==> config.mk <==
export PLATFORM = sky130hd
export DESIGN_NAME = uart_tx_arbiter_wb
export DESIGN_NICKNAME = d
export VERILOG_FILES = /design/src/rtl/uart_tx_arbiter_wb.sv
export SDC_FILE = /design/constraint.sdc
export NUM_CORES = 1
export LEC_CHECK = 0
export CAP_MARGIN = 20
export CORE_UTILIZATION = 30
export CTS_CLUSTER_SIZE = 25
export DETAILED_ROUTE_END_ITERATION = 10
export GPL_TIMING_DRIVEN = 0
export PLACE_DENSITY = 0.63
export SYNTH_ARGS = -nofsm -noshare
export SYNTH_HDL_FRONTEND = slang
export SYNTH_SLANG_ARGS = --single-unit
==> constraint.sdc <==
create_clock -name wb_clk_i -period 3.2 [get_ports wb_clk_i]
set_input_delay 0.8 -clock wb_clk_i [delete_from_list [all_inputs] [get_ports wb_clk_i]]
set_output_delay 0.8 -clock wb_clk_i [all_outputs]
set_load 0.01 [all_outputs]
==> src/rtl/uart_tx_arbiter_wb.sv <==
// Wishbone master sharing the UART transmitter between two byte requesters:
// programs the divider once, then polls tx_busy and writes each granted byte.
// Optional round-robin arbitration is enabled with `define UART_ARB_RR_EN.
module uart_tx_arbiter_wb #(
   parameter logic [31:0] CLK_DIV  = 32'd1,
   parameter int unsigned POLL_GAP = 4
) (
   input  logic        wb_clk_i,
   input  logic        wb_rst_i,
   input  logic        req0_valid_i,
   input  logic [7:0]  req0_data_i,
   output logic        req0_ready_o,
   input  logic        req1_valid_i,
   input  logic [7:0]  req1_data_i,
   output logic        req1_ready_o,
   output logic        m_wb_adr_o,
   output logic [31:0] m_wb_dat_o,
   input  logic [31:0] m_wb_dat_i,
   output logic        m_wb_we_o,
   output logic [3:0]  m_wb_sel_o,
   output logic        m_wb_stb_o,
   input  logic        m_wb_ack_i,
   output logic        busy_o,
   output logic        init_done_o
);

   localparam int unsigned GAP_W = (POLL_GAP > 1) ? $clog2(POLL_GAP) : 1;
   localparam logic [GAP_W-1:0] GAP_LAST = GAP_W'(POLL_GAP - 1);

   typedef enum logic [2:0] {
      S_INIT, S_INIT_WAIT, S_IDLE, S_POLL, S_POLL_WAIT, S_GAP, S_WRITE, S_WRITE_WAIT
   } state_t;

   state_t           state_q, state_d;
   logic [GAP_W-1:0] gap_q, gap_d;
   logic [7:0]       byte_q, byte_d;

   logic        adr_d, we_d, stb_d, busy_d, init_done_d, rdy0_d, rdy1_d;
   logic [3:0]  sel_d;
   logic [31:0] dat_d;

   logic ack_v, tx_busy, any_valid, grant1;
   logic unused_dat;

   // An ack only counts while a request is outstanding.
   assign ack_v      = m_wb_ack_i & m_wb_stb_o;
   assign tx_busy    = m_wb_dat_i[9];
   assign any_valid  = req0_valid_i | req1_valid_i;
   assign unused_dat = ^{m_wb_dat_i[31:10], m_wb_dat_i[8:0]};

`ifdef UART_ARB_RR_EN
   // rr_q names the requester preferred on the next simultaneous request.
   logic rr_q;

   always_ff @(posedge wb_clk_i) begin
      if (!wb_rst_i) begin
         rr_q <= 1'b0;
      end else if (state_q == S_IDLE && any_valid) begin
         rr_q <= ~grant1;
      end
   end

   assign grant1 = req1_valid_i & (~req0_valid_i | rr_q);
`else
   assign grant1 = req1_valid_i & ~req0_valid_i;
`endif

   // State, datapath and registered outputs.
   always_ff @(posedge wb_clk_i) begin
      if (!wb_rst_i) begin
         state_q      <= S_INIT;
         gap_q        <= '0;
         byte_q       <= '0;
         m_wb_adr_o   <= 1'b0;
         m_wb_we_o    <= 1'b0;
         m_wb_sel_o   <= '0;
         m_wb_dat_o   <= '0;
         m_wb_stb_o   <= 1'b0;
         busy_o       <= 1'b0;
         init_done_o  <= 1'b0;
         req0_ready_o <= 1'b0;
         req1_ready_o <= 1'b0;
      end else begin
         state_q      <= state_d;
         gap_q        <= gap_d;
         byte_q       <= byte_d;
         m_wb_adr_o   <= adr_d;
         m_wb_we_o    <= we_d;
         m_wb_sel_o   <= sel_d;
         m_wb_dat_o   <= dat_d;
         m_wb_stb_o   <= stb_d;
         busy_o       <= busy_d;
         init_done_o  <= init_done_d;
         req0_ready_o <= rdy0_d;
         req1_ready_o <= rdy1_d;
      end
   end

   // Next-state logic.
   always_comb begin
      state_d = state_q;
      case (state_q)
         S_INIT:       state_d = S_INIT_WAIT;
         S_INIT_WAIT:  if (ack_v) state_d = S_IDLE;
         S_IDLE:       if (any_valid) state_d = S_POLL;
         S_POLL:       state_d = S_POLL_WAIT;
         S_POLL_WAIT:  if (ack_v) state_d = tx_busy ? S_GAP : S_WRITE;
         S_GAP:        if (gap_q == GAP_LAST) state_d = S_POLL;
         S_WRITE:      state_d = S_WRITE_WAIT;
         S_WRITE_WAIT: if (ack_v) state_d = S_IDLE;
         default:      state_d = S_INIT;
      endcase
   end

   // Output and datapath next values; bus fields hold unless a request is launched.
   always_comb begin
      adr_d       = m_wb_adr_o;
      we_d        = m_wb_we_o;
      sel_d       = m_wb_sel_o;
      dat_d       = m_wb_dat_o;
      stb_d       = m_wb_stb_o;
      busy_d      = busy_o;
      init_done_d = init_done_o;
      rdy0_d      = 1'b0;
      rdy1_d      = 1'b0;
      byte_d      = byte_q;
      gap_d       = gap_q;
      case (state_q)
         S_INIT: begin
            adr_d = 1'b1;
            we_d  = 1'b1;
            sel_d = 4'hF;
            dat_d = CLK_DIV;
            stb_d = 1'b1;
         end
         S_INIT_WAIT: begin
            if (ack_v) begin
               stb_d       = 1'b0;
               init_done_d = 1'b1;
            end
         end
         S_IDLE: begin
            if (any_valid) begin
               byte_d = grant1 ? req1_data_i : req0_data_i;
               rdy0_d = ~grant1;
               rdy1_d = grant1;
               busy_d = 1'b1;
            end
         end
         S_POLL: begin
            // Status lane only, so the rx buffer is not popped.
            adr_d = 1'b0;
            we_d  = 1'b0;
            sel_d = 4'b0010;
            dat_d = '0;
            stb_d = 1'b1;
         end
         S_POLL_WAIT: begin
            if (ack_v) begin
               stb_d = 1'b0;
               gap_d = '0;
            end
         end
         S_GAP: begin
            gap_d = gap_q + GAP_W'(1);
         end
         S_WRITE: begin
            adr_d = 1'b0;
            we_d  = 1'b1;
            sel_d = 4'b0001;
            dat_d = {24'd0, byte_q};
            stb_d = 1'b1;
         end
         S_WRITE_WAIT: begin
            if (ack_v) begin
               stb_d  = 1'b0;
               busy_d = 1'b0;
            end
         end
         default: ;
      endcase
   end

endmodule

**Yosys cells after proc, flatten, opt, wreduce, memory -nomap -nowiden**

Index checks and enable logic that the tools add are counted.

- Add/sub/neg operators: 1
- $mul: 0
- Div/mod/pow operators: 0
- Order comparisons: 0
- Equality and inequality tests: 14
- Shifts and indexed selects: 0
- Multiplexer cells: 17
- Bitwise operators: 5
- Reductions and logical operators: 19

Operators with widths:

| cell | count |
|---|---|
| case mux 32 bit (3 select lines) | 1 |
| case mux 3 bit (7 select lines) | 1 |
| == test 3 bit (second input constant) | 4 |
| two-way mux 3 bit | 4 |
| case mux 4 bit (3 select lines) | 1 |
| nonzero test 2 bit | 5 |
| two-way mux 8 bit | 1 |
| inequality test 2 bit (second input constant) | 4 |
| case mux 1 bit (2 select lines) | 4 |
| AND reduction 2 bit | 4 |
| == test 3 x 2 -> 1 bit (second input constant) | 2 |
| AND reduction 3 bit | 2 |
| OR reduction 2 bit | 3 |
| OR reduction 3 bit | 2 |
| two-way mux 2 bit | 2 |
| inequality test 2 x 1 -> 1 bit (second input constant) | 2 |
| case mux 2 bit (2 select lines) | 1 |
| AND reduction 4 bit | 1 |
| == test 3 x 1 -> 1 bit (second input constant) | 1 |
| zero test 3 bit | 1 |
| nonzero test 3 bit | 1 |
| adder 2 x 1 -> 2 bit (second input constant) | 1 |
| AND 1 bit | 2 |
| == test 2 bit (second input constant) | 1 |
| 3 further kinds | 5 |

- Register bits after elaboration: 56
- Bits in latches: 0
- Bits in writable memories: 0
- ROM bits: 0
- Input bits: 53
- Output and inout port bits: 43
- Logic and storage cells: 68
- Memories kept: 0

**Logic depth before layout (Yosys ltp)**

- Depth in word-level cells: 4
- Mapped depth: 6

**Worst setup path after synthesis**

Ideal clock, no wire load.

- Path type: input to register
- From: input req0_valid_i
- To: register state_q[0]
- Setup time: 127 ps
- Arrival time: 1550 ps
- Required time: 3073 ps
- Slack: 1522 ps
- Cell stages on the path: 4
- Buffers on the path: 1
- Path through: or2_1 -> clkbuf_1 -> o32ai_1 -> o22ai_1

- Cells in the longest elaborated chain, start to end: 3

RTL lines:

| what | RTL line | source |
|---|---|---|
| start: declaration | 10 | `input logic req0_valid_i,` |
| OR 1 bit | 48 | `assign any_valid = req0_valid_i \| req1_valid_i;` |
| inequality test 2 bit (no line) | - |  |
| AND reduction 4 bit (no line) | - |  |
| end signal: assignment | 84 | `state_q <= state_d;` |
| end: declaration | 34 | `state_t state_q, state_d;` |

Every way passes these cells.
A chain may end at the register's enable or synchronous reset.

**Worst setup path in the final report**

- From: register m_wb_stb_o
- To: output m_wb_stb_o

RTL lines:

| what | RTL line | source |
|---|---|---|
| start: declaration | 21 | `output logic m_wb_stb_o,` |
| start signal: assignment | 91 | `m_wb_stb_o <= stb_d;` |

No word-level cell between the ends.

==> metrics.txt <==
status complete, no violations; Worst Hold End init_done_o; Yosys warning total 0; Post-synth top flop dfxtp_1; CTS H-tree lvls 2; critical path's slowest cell clkdlybuf4s50_1; Layout Skew 0.003029 ns; clock root buffer clkbuf_8; Worst Setup End Kind output pin; Num CTS Buffers 5; crit path max fanout 9; Synth area leader dfxtp_1; Via density around 4.5; Critical Path Max Stage Delay 0.60 ns; min-delay src init_done_o; Slew HR around two thirds; core area 5172 um2; first-pass GRT wire length 5871 um; drt drc 0; #FFs+latches synth 30; Period minus WS final 2.153 ns; clock transition at the registers of the reported paths around 0.060 ns; CTS tree yes; CP cell instances clkdlybuf4s50_1; std cell rows 26; Nets 311; Post-Syn Area per Cell 8.671 um2; drt total wl about 3800 um; vias in the first global route 1,308; Async S/R FF share, synth 0%; Die Area 5703 um2; Post-CTS Hold Buffers 0; Netlist cell types 42; Antenna diodes 0; class of the worst hold path flop to flop; final weighted congestion in routability-driven placement between 0.8 and 0.9; post-layout utilization of the core between 40% and 50%; fill count 499; final hold viol count 0; final worst path period share 67.29%; largest net degree at the start of global routing 11; Placement Setup Slack ~0.9 ns; met2 wire len 1813 um; height of the die 75.52 um; worst-skew pair later-pin latency 0.28 ns; Final HPWL DP ~2800 um; placed cell areas 2196 um2; critical path depth 1; post-CTS setup repair buffer count 0; delay-heaviest family, CP buffers and inverters; Buffers & Inverters on Critical Path 1; Max Freq 464.4 MHz; post-synth top area share between 30% and 40%; # resized after CTS 0; Syn Inst Count approximately 190; # port buffers 40; vias around 1,500; initial antenna violation count 0; synthesized area 1622 um2; total gr overflow 0; max_cap viols 0; final setup vio count 0; 1st-iter DRT viols 49; CTS Sinks 30; Required @ worst endpoint 2.40 ns; Worst Path Arrival 1.35 ns; WL/cell 11.49 um; Starting Density 31.35%; FF-to-FF path depth 4; die width between 70 and 80 um; Global Route Usage Sum 13.88%; Post-synth EDFFs 0; Pleak 0.0009574 uW; Post-Route Setup TNS 0 ns; layout cells sized above 1 17.44%; setup ws final around 1.0 ns; 1st-pass router iterations 4; top post-synthesis cells by area dfxtp_1 37%, buf_4 13%, a21oi_1 7.4%, a211oi_1 5.1%, mux2i_1 4.9%; Max Root-Sink Buffers 2; Routed Antenna Nets 0; Seq/Total Area, Yosys 37.04%; final hold slack ~0.46 ns; Final Max Slew Viols 0; routed wl met3 approximately 280 um; Area Growth Syn to Fin 41.05%; worst setup path category flop to output pin; FF-to-FF End m_wb_dat_o[2]; cell area after layout 2287 um2; PD cells 643.8 nW/um2; RSZ-0062 raised after global routing no; VDD IR-drop max between 300 and 400 uV; WL met1 approximately 1600 um; element type at the critical path start flop; reg2reg setup slack 1.80 ns; worst-margin pin slew 0.5200 ns; # IOs 96; top sig layer met4; reg2reg start state_q[2]; worst hold path depth 1
==> layout make-up <==
| type | instances | area, um2 | area share [%] |
|---|---|---|---|
| plain buffers | 40 | 282.8 | 12.36 |
| repair buffers | 40 | 400.4 | 17.51 |
| clock buffers | 7 | 86.33 | 3.775 |
| well taps | 70 | 87.58 | 3.829 |
| multi-input cells | 138 | 817.0 | 35.72 |
| inverters | 2 | 7.507 | 0.3282 |
| clock inverters | 1 | 5.005 | 0.2188 |
| flip-flops and latches | 30 | 600.6 | 26.26 |
==> worst reg2reg max path, stage by stage, from the launching register on <==
cell	delay (ns)
dfxtp_1	0.30
buf_4	0.16
and2b_1	0.23
nor2_1	0.40
a311oi_1	0.18
==> flip-flops by register name, summed over array words and instances, names as in the netlist, 2 cells and up <==
| register | flops |
|---|---|
| byte_q | 8 |
| gap_q | 2 |
| m_wb_dat_o | 8 |
| m_wb_sel_o | 3 |
| state_q | 3 |
==> per-stage QoR <==
step | instances | power (uW)
after floorplan | 210 | 942.1
after global routing | 328 | 1582
after global placement | 320 | 1159
final | 328 | 1472
after detailed placement | 320 | 1168
after CTS | 328 | 1483
==> layout by cell type (no fill, tap or decap), drive strengths merged, types with 6 or more instances in the layout <==
| cell type | count |
|---|---|
| nor2 | 6 |
| buf | 36 |
| clkdlybuf4s50 | 40 |
| mux2i | 8 |
| o21ai | 6 |
| nand2 | 15 |
| a311oi | 7 |
| a211oi | 11 |
| conb | 24 |
| dfxtp | 30 |
| clkbuf | 11 |
| a21oi | 24 |
==> power breakdown <==
| part | switching, uW | internal, uW | leakage (uW) |
|---|---|---|---|
| registers | 68.6 | 458 | 0.000245 |
| logic | 312 | 316 | 0.000664 |
| clock network | 145 | 173 | 0.0000482 |
| total | 525 | 947 | 0.000957 |
==> cells in the mapped netlist (3+ instances only) <==
library cell	instances
dfxtp_1	30
buf_4	28
a21oi_1	24
nand2_1	15
a211oi_1	11
mux2i_1	8
a311oi_1	7
buf_2	6
nor2_1	6
o21ai_0	6
nand2b_1	5
and3_1	3
clkbuf_1	3
nand3b_1	3
==> worst max path at each step <==
stage / startpoint / end / slack, ns
final: m_wb_stb_o / m_wb_stb_o / 1.05
after global routing: m_wb_stb_o / m_wb_stb_o / 1.00
after CTS: m_wb_stb_o / m_wb_stb_o / 1.04
after detailed placement: wb_rst_i / req1_ready_o / 0.88
after global placement: wb_rst_i / req1_ready_o / 0.89
after floorplan: req0_valid_i / state_q[0] / 1.52
==> layer usage <==
layer,track usage [%],up-vias
met5,0,-
met4,6.173,0
met3,3.307,5
met2,23.61,49
met1,16.65,647
li1,-,760
==> logic make-up (layout without fill, tap and decap cells) <==
family | count (synthesis) | count (layout) | share of synthesized area (%)
mux | 8 | 8 | 4.938
xor+xnor | 1 | 1 | 0.5402
flops | 30 | 30 | 37.04
other cells | 1 | 24 | 0.2313
compound gates | 59 | 59 | 23.61
buf+inv | 42 | 90 | 17.90
fa+ha+maj | 1 | 1 | 0.7715
simple gates | 45 | 45 | 14.97
Note: power is estimated with default switching activity, not from simulation.
